<file path="src/rtl/fifo_arb_pkg.sv">
// fifo_arb_pkg: shared state type and round-robin index helper for the FIFO write arbiter
package fifo_arb_pkg;
  typedef enum logic {IDLE, GRANT} arb_state_t;
  function automatic int next_rr_idx(input int idx, input int n);
    return (idx + 1 >= n) ? 0 : idx + 1;
  endfunction
endpackage

</file>
<file path="src/rtl/rr_pick.sv">
// rr_pick: combinational round-robin picker returning the first set request at or after start
module rr_pick #(
  parameter int N  = 4,
  parameter int IW = $clog2(N)
) (
  input  logic [N-1:0]  req,
  input  logic [IW-1:0] start,
  output logic          found,
  output logic [IW-1:0] idx
);
  logic [N-1:0] rot;
  // Rotate so start sits at bit 0, then take the lowest set bit and map it back
  always_comb begin
    rot = N'({req, req} >> start);
    found = |req;
    idx = '0;
    for (int k = N - 1; k >= 0; k--)
      if (|(rot & (N'(1) << k))) idx = IW'(int'(start) + k >= N ? int'(start) + k - N : int'(start) + k);
  end
endmodule

</file>
<file path="src/rtl/fifo_wr_arbiter.sv">
// fifo_wr_arbiter: round-robin arbiter sharing one FIFO write port among valid/ready producers
module fifo_wr_arbiter
  import fifo_arb_pkg::*;
#(
  parameter int NUM_REQ    = 4,
  parameter int DATA_WIDTH = 8,
  parameter int BURST_MAX  = 4,
  parameter int CNT_WIDTH  = 16
) (
  input  logic                          clk,
  input  logic                          rst,
  input  logic [NUM_REQ-1:0]            req_valid,
  input  logic [NUM_REQ*DATA_WIDTH-1:0] req_data,
  output logic [NUM_REQ-1:0]            req_ready,
  input  logic                          fifo_full,
  output logic                          fifo_w_en,
  output logic [DATA_WIDTH-1:0]         fifo_data,
  output logic                          grant_valid,
  output logic [$clog2(NUM_REQ)-1:0]    grant_id,
  output logic [CNT_WIDTH-1:0]          wr_count
);
  localparam int IW = $clog2(NUM_REQ);
  localparam int BW = $clog2(BURST_MAX + 1);
  arb_state_t state, state_n;
  logic [IW-1:0] owner, owner_n, last_owner, last_n, start, pick_idx;
  logic [BW-1:0] beat_cnt, beat_n;
  logic [CNT_WIDTH-1:0] cnt_n;
  logic gnt, xfer, rel, found;

  rr_pick #(.N(NUM_REQ)) u_pick (
    .req   (req_valid),
    .start (start),
    .found (found),
    .idx   (pick_idx)
  );

  // Same-cycle transfer path; reset masks everything so a mid-burst reset writes nothing
  always_comb begin
    gnt = (state == GRANT) & ~rst;
    xfer = gnt & req_valid[owner] & ~fifo_full;
    rel = gnt & ((xfer & (beat_cnt == BW'(BURST_MAX - 1))) | ~req_valid[owner]);
    start = IW'(next_rr_idx(int'(state == GRANT ? owner : last_owner), NUM_REQ));
    fifo_w_en = xfer;
    req_ready = xfer ? NUM_REQ'(1) << owner : '0;
    fifo_data = gnt ? DATA_WIDTH'(req_data >> (int'(owner) * DATA_WIDTH)) : '0;
    grant_valid = gnt;
    grant_id = rst ? '0 : owner;
  end

  // Arbitrate from IDLE or on release, otherwise count beats of the held grant
  always_comb begin
    state_n = state;
    owner_n = owner;
    last_n = rel ? owner : last_owner;
    beat_n = xfer ? beat_cnt + BW'(1) : beat_cnt;
    cnt_n = wr_count + CNT_WIDTH'(xfer);
    if (state == IDLE || rel) begin
      state_n = found ? GRANT : IDLE;
      owner_n = found ? pick_idx : owner;
      beat_n = '0;
    end
  end

  // State register; producer 0 wins first after reset because the scan starts after NUM_REQ-1
  always_ff @(posedge clk) begin
    if (rst) begin
      state <= IDLE;
      owner <= '0;
      last_owner <= IW'(NUM_REQ - 1);
      beat_cnt <= '0;
      wr_count <= '0;
    end else begin
      state <= state_n;
      owner <= owner_n;
      last_owner <= last_n;
      beat_cnt <= beat_n;
      wr_count <= cnt_n;
    end
  end
endmodule

</file>
<file path="config.mk">
export PLATFORM = sky130hd
export DESIGN_NAME = fifo_wr_arbiter
export DESIGN_NICKNAME = d
export VERILOG_FILES = /design/src/rtl/fifo_arb_pkg.sv /design/src/rtl/rr_pick.sv /design/src/rtl/fifo_wr_arbiter.sv
export SDC_FILE = /design/constraint.sdc
export NUM_CORES = 1
export LEC_CHECK = 0
export CAP_MARGIN = 20
export CORE_ASPECT_RATIO = 0.6
export CORE_MARGIN = 2
export CORE_UTILIZATION = 25
export CTS_CLUSTER_SIZE = 10
export DETAILED_ROUTE_END_ITERATION = 12
export GPL_ROUTABILITY_DRIVEN = 0
export GPL_TIMING_DRIVEN = 0
export HOLD_SLACK_MARGIN = 0.06
export PLACE_DENSITY_LB_ADDON = 0.3
export REMOVE_ABC_BUFFERS = 1
export SETUP_SLACK_MARGIN = 0.3
export SLEW_MARGIN = 25
export SYNTH_ARGS = -nofsm -noshare
export SYNTH_HDL_FRONTEND = slang
export SYNTH_SLANG_ARGS = --single-unit
export TNS_END_PERCENT = 20
</file>
<file path="constraint.sdc">
create_clock -name clk -period 2.3 [get_ports clk]
set_input_delay 0.46 -clock clk [delete_from_list [all_inputs] [get_ports clk]]
set_output_delay 0.46 -clock clk [all_outputs]
set_load 0.01 [all_outputs]
</file>
* Word-level counts from Yosys, hierarchy flattened
Index checks and enable logic that the tools add are counted.
W data, S select, Z words.
** Storage, ports and cells
- Memory bits (writable) :: 0
- Logic and storage cells :: 55
- Output and inout bits :: 32
- Input bits :: 39
- Memory bits (read-only) :: 0
- Bits in latches :: 0
- Memories kept :: 0
- Flip-flop bits (word level) :: 24
** Operators by class
- Multiply operators :: 0
- Add/sub/neg operators :: 10
- Reductions and logical operators :: 4
- Multiplexer cells :: 16
- Shift operators :: 3
- Bitwise logic cells :: 10
- Div/mod/pow operators :: 0
- Equality and inequality tests :: 1
- Magnitude comparators :: 6
** Operator list (count)
- $shr A32 B5 Y8 :: 1
- $mux W2 :: 11
- $add A16 B1 Y16 :: 1
- $ge A3 B3 Y1 const B :: 4
- $mux W8 :: 1
- $shr A8 B2 Y4 :: 1
- $sub A2 B1 Y2 const B :: 4
- $add A2 B1 Y3 const B :: 2
- $add A2 B2 Y3 const B :: 2
- $and A1 B1 Y1 :: 5
- $mux W4 :: 1
- $not A1 Y1 :: 4
- $reduce_or A4 Y1 :: 1
- $shl A1 B2 Y4 const A :: 1
- $add A3 B1 Y3 const B :: 1
- $eq A3 B2 Y1 const B :: 1
- $ge A2 B3 Y1 const B :: 1
- $lt A2 B3 Y1 const B :: 1
- $bmux W1 S2 :: 1
- $mux W1 :: 2
- $reduce_and A2 Y1 :: 1
- $reduce_or A2 Y1 :: 1
- $logic_or A1 B1 Y1 :: 1
- $or A1 B1 Y1 :: 1

* Depth between registers and ports, before layout
- Depth in word-level cells :: 11
- Mapped depth :: 9
- Depth with buffers taken out :: 8

* Hierarchy
A second synthesis with hierarchy kept.
** Unflattened totals
- Cells, all modules :: 168
- Area, all modules :: 1556.5 um^2
** By module, submodules not included
- fifo_wr_arbiter :: area an instance 1478.9 um^2, times used 1, cells an instance 153
- rr_pick :: area an instance 77.6 um^2, times used 1, cells an instance 15

* Worst setup path after synthesis
Ideal clock, no wire load.
- Path kind :: register to register
- Start :: register owner[0]
- End :: register wr_count[14]
- Slack :: -0.080 ns
- Buffers on the path :: 1
- Required time :: 2.229 ns
- Arrival time :: 2.310 ns
- Clock period less this slack :: 2.380 ns
- Stages on the path, launching flop included :: 10
- Library setup time :: 0.071 ns
- Path through :: dfxtp_1 buf_2 mux4_2 nand2_1 nor2_1 ha_1 ha_1 nand3_4 or4_1 a21oi_1
** On the way
- Cells in the longest elaborated chain, start to end :: 5
** Ends and longest elaborated chain
- from (decl) :: RTL line fifo_wr_arbiter.sv:25 : logic [IW-1:0] owner, owner_n, last_owner, last_n, start, pick_idx;
- from (signal assigned) :: RTL line fifo_wr_arbiter.sv:74 : owner <= owner_n;
- $bmux W1 S2 :: RTL line fifo_wr_arbiter.sv:40 : xfer = gnt & req_valid[owner] & ~fifo_full;
- $mux W1 (implied by the code) :: RTL line fifo_wr_arbiter.sv:40
- $and A1 B1 Y1 (2 in a row) :: RTL line fifo_wr_arbiter.sv:40
- net fifo_w_en :: RTL line fifo_wr_arbiter.sv:16 : output logic fifo_w_en,
- $add A16 B1 Y16 :: RTL line fifo_wr_arbiter.sv:56 : cnt_n = wr_count + CNT_WIDTH'(xfer);
- to (signal assigned) :: RTL line fifo_wr_arbiter.sv:77 : wr_count <= cnt_n;
- to (decl) :: RTL line fifo_wr_arbiter.sv:20 : output logic [CNT_WIDTH-1:0] wr_count
The timed path passes the listed nets, and every way through them passes these cells. The select of a mux whose other input is x is not followed.
A chain may end at the register's enable or synchronous reset.

* Worst setup path in the final report
- Start :: input req_data[27]
- End :: output fifo_data[3]
** On the way
- Cells in the longest elaborated chain, start to end :: 2
** Ends and longest elaborated chain
- from (decl) :: RTL line fifo_wr_arbiter.sv:13 : input logic [NUM_REQ*DATA_WIDTH-1:0] req_data,
- $shr A32 B5 Y8 :: RTL line fifo_wr_arbiter.sv:45 : fifo_data = gnt ? DATA_WIDTH'(req_data >> (int'(owner) * DATA_WIDTH)) : '0;
- $mux W8 :: RTL line fifo_wr_arbiter.sv:45
- to (decl) :: RTL line fifo_wr_arbiter.sv:17 : output logic [DATA_WIDTH-1:0] fifo_data,
No other way between the ends.

==> metrics.csv <==
metric;value;unit
place_ws;-1.903;ns
vias_per_cell;4.657;
grt_max_degree;26;
overflow;0;
power.density;468.1;nW/um2
relSlewSlack;0.6413;
status;completed;
peakVddDrop;0.0002736;V
cts_root_buf;clkbuf_8;
avgSynthCellArea;9.041;um2
antenna_cells;0;
yosysUniqueCellTypes;38;
num_rows;21;
track_usage;0.1319;
ctsLongestPathBuffers;2;
min_period;2.217;ns
crit_path_max_fanout;1;
syn2layout_area_growth;62.93;%
start_util;0.2652;
drtAntennaViolNets;0;
ys_top_cells_by_area;dfxtp_1 (32%), mux4_2 (13%), nor2_1 (5.9%), xor2_1 (4.6%), and2_1 (4.1%);
ios;71;
worst-path-stages;4;
fin_ws;0.08318;ns
setup-violations-final;0;
instances_no_fill;324;
cts_sinks;24;
rrSetupSlack;0.13;ns
critPathKind;input pin to output port;
grt_setup_unrepaired;true;
min_period_over_period;0.9638;
power.total;1.159;mW
cts_tree;done;
place_inst;307;
core_area;5728;um2
synth_edf_count;0;
cap_violations;0;
synthCells;168;
dr.pass1.iters;4;
min_path_type;flop to flop;
grt_antenna_before_repair;0;
die_y;64.38;um
synth_area;1519;um2
worst_ep_arrival_time;1.76;ns
yosys_warnings;0;
ff2ff_path_depth;9;
clk_latency;0.27;ns
die_w;104.6;um
hold_path_depth;2;
nNetsFinal;288;
port_buffers;70;
post-route-drc-count;0;
wire_per_inst;12.92;um
tightest_slew;0.5381;ns
htree_levels;1;
path_clk_slew;0.09;ns
cpLargestDelayFamily;buffers and inverters;
grt_pass1_vias;1500;
worstSetupEndpointType;output port;
crit_path_top_delay_cell;mux4_2;
cts_made_buffers;3;
drt-initial-drc-count;50;
cp-start-kind;input pin;
hold_violations;0;
crit_chain;clkdlybuf4s50_1 -> mux4_2 -> and2_1 -> dlygate4sd2_1;
dr_total_vias;1509;
grt_first_pass_wirelength;7.176;mm
hpwl;3.016;mm
synthArstFlopShare;0;
yosysTopAreaCell;dfxtp_1;
clock_skew;0.006508;ns
ys_ff_latch;24;
synthTopCellsByCount;dfxtp_1 (24), nor2_1 (24), and2_1 (10);
synth_top_area_share;0.3163;
wl;4.187;mm
synth_top_flop_cell;dfxtp_1;
critical_path.max_stage_delay;0.45;ns
crit_required;1.84;ns
drive_gt1_frac;0.1926;
ys_seq_area_frac;0.3163;
die_area;6736;um2
leakage;0.9527;nW
crit_buf_inv;2;
slew_viol_final;0;
fmax;451.1;MHz
==> per-layer routing <==
metal	wire length, um	track usage
met3	259	0.03469
met2	1790	0.2083
met1	2112	0.1846
met5	0	0
met4	24	0.02000
==> sequential cells by signal, summed over array words and instances (netlist names) <==
signal and count:
beat_cnt 3, last_owner 2, owner 2, state 1
wr_count 16
==> placed cells by master, fill, tap and decap left out, types with 3 or more instances in the layout <==
cell             Yosys  final
nand3_1              3      3
dlygate4sd2_1        0     13
nor2b_1              5      4
buf_4                0     12
mux4_2               9      9
buf_2                3      6
nand4_1              6      6
clkdlybuf4s50_1      0     51
and2_1              10      9
a21oi_1              7      6
inv_1                7      7
xnor2_1              4      4
nor2_1              24     23
xor2_1               8      8
mux2i_1              6      6
nand2_1              7      6
o21ai_0              4      4
dfxtp_1             24     21
clkbuf_8             0      3
==> report_power, final <==
| group | internal, mW | total (mW) | switching (mW) |
|---|---|---|---|
| combinational | 0.202 | 0.333 | 0.131 |
| clock | 0.233 | 0.366 | 0.134 |
| sequential | 0.431 | 0.460 | 0.0284 |
| total | 0.866 | 1.16 | 0.293 |
==> area by class of cell <==
cell class	instances	area, um2
Multi-Input combinational cell	126	1028
Inverter	7	26.28
Sequential cell	24	489.2
Clock inverter	1	30.03
Tap cell	80	100.1
Fill cell	598	3253
Timing Repair Buffer	83	759.5
Clock buffer	3	41.29
==> tightest hold or removal path: stages (launching register included) <==
cell and delay (ns):
dfxtp_1 0.33, a21oi_1 0.06, nor2_1 0.07
==> stage by stage <==
step,instance area (um2),setup TNS [ns],util,hold WS (ns)
detailed placement,2265,-45.07,0.3954,0.4819
finish,2475,0,0.4321,0.4958
CTS,2471,0,0.4314,0.5076
global route,2475,0,0.4321,0.5458
global placement,2265,-47.23,0.3954,0.4686
floorplan,1464,-3.045,-,0.4564
==> path summary, 6_finish.rpt <==
check | from | to
max reg2reg | owner[0] | wr_count[14]
max | req_data[27] | fifo_data[3]
min reg2reg | beat_cnt[2] | beat_cnt[2]
min | beat_cnt[2] | beat_cnt[2]
==> logic make-up (layout without fill, tap and decap cells) <==
family                   after synthesis  after routing  share of synthesized area
adder cells (fa/ha/maj)                4              4                    0.03295
XOR/XNOR                              12             12                    0.06919
AND/OR/NAND/NOR                       72             72                     0.2537
multiplexers                          15             15                     0.1730
AO/OA/AOI/OAI                         23             23                     0.1013
flip-flops                            24             24                     0.3163
buffers and inverters                 18             94                    0.05354
==> what timing repair did <==
| item | 4_1_cts | 5_1_grt |
|---|---|---|
| gates cloned | 0 | 0 |
| hold buffers | 0 | 0 |
| gates resized for setup | 61 | 1 |
| setup buffers | 13 | 0 |
| pin swaps | 9 | 1 |
| endpoints found under the setup margin | 39 | 30 |
Power figures use the tool's default switching activity.
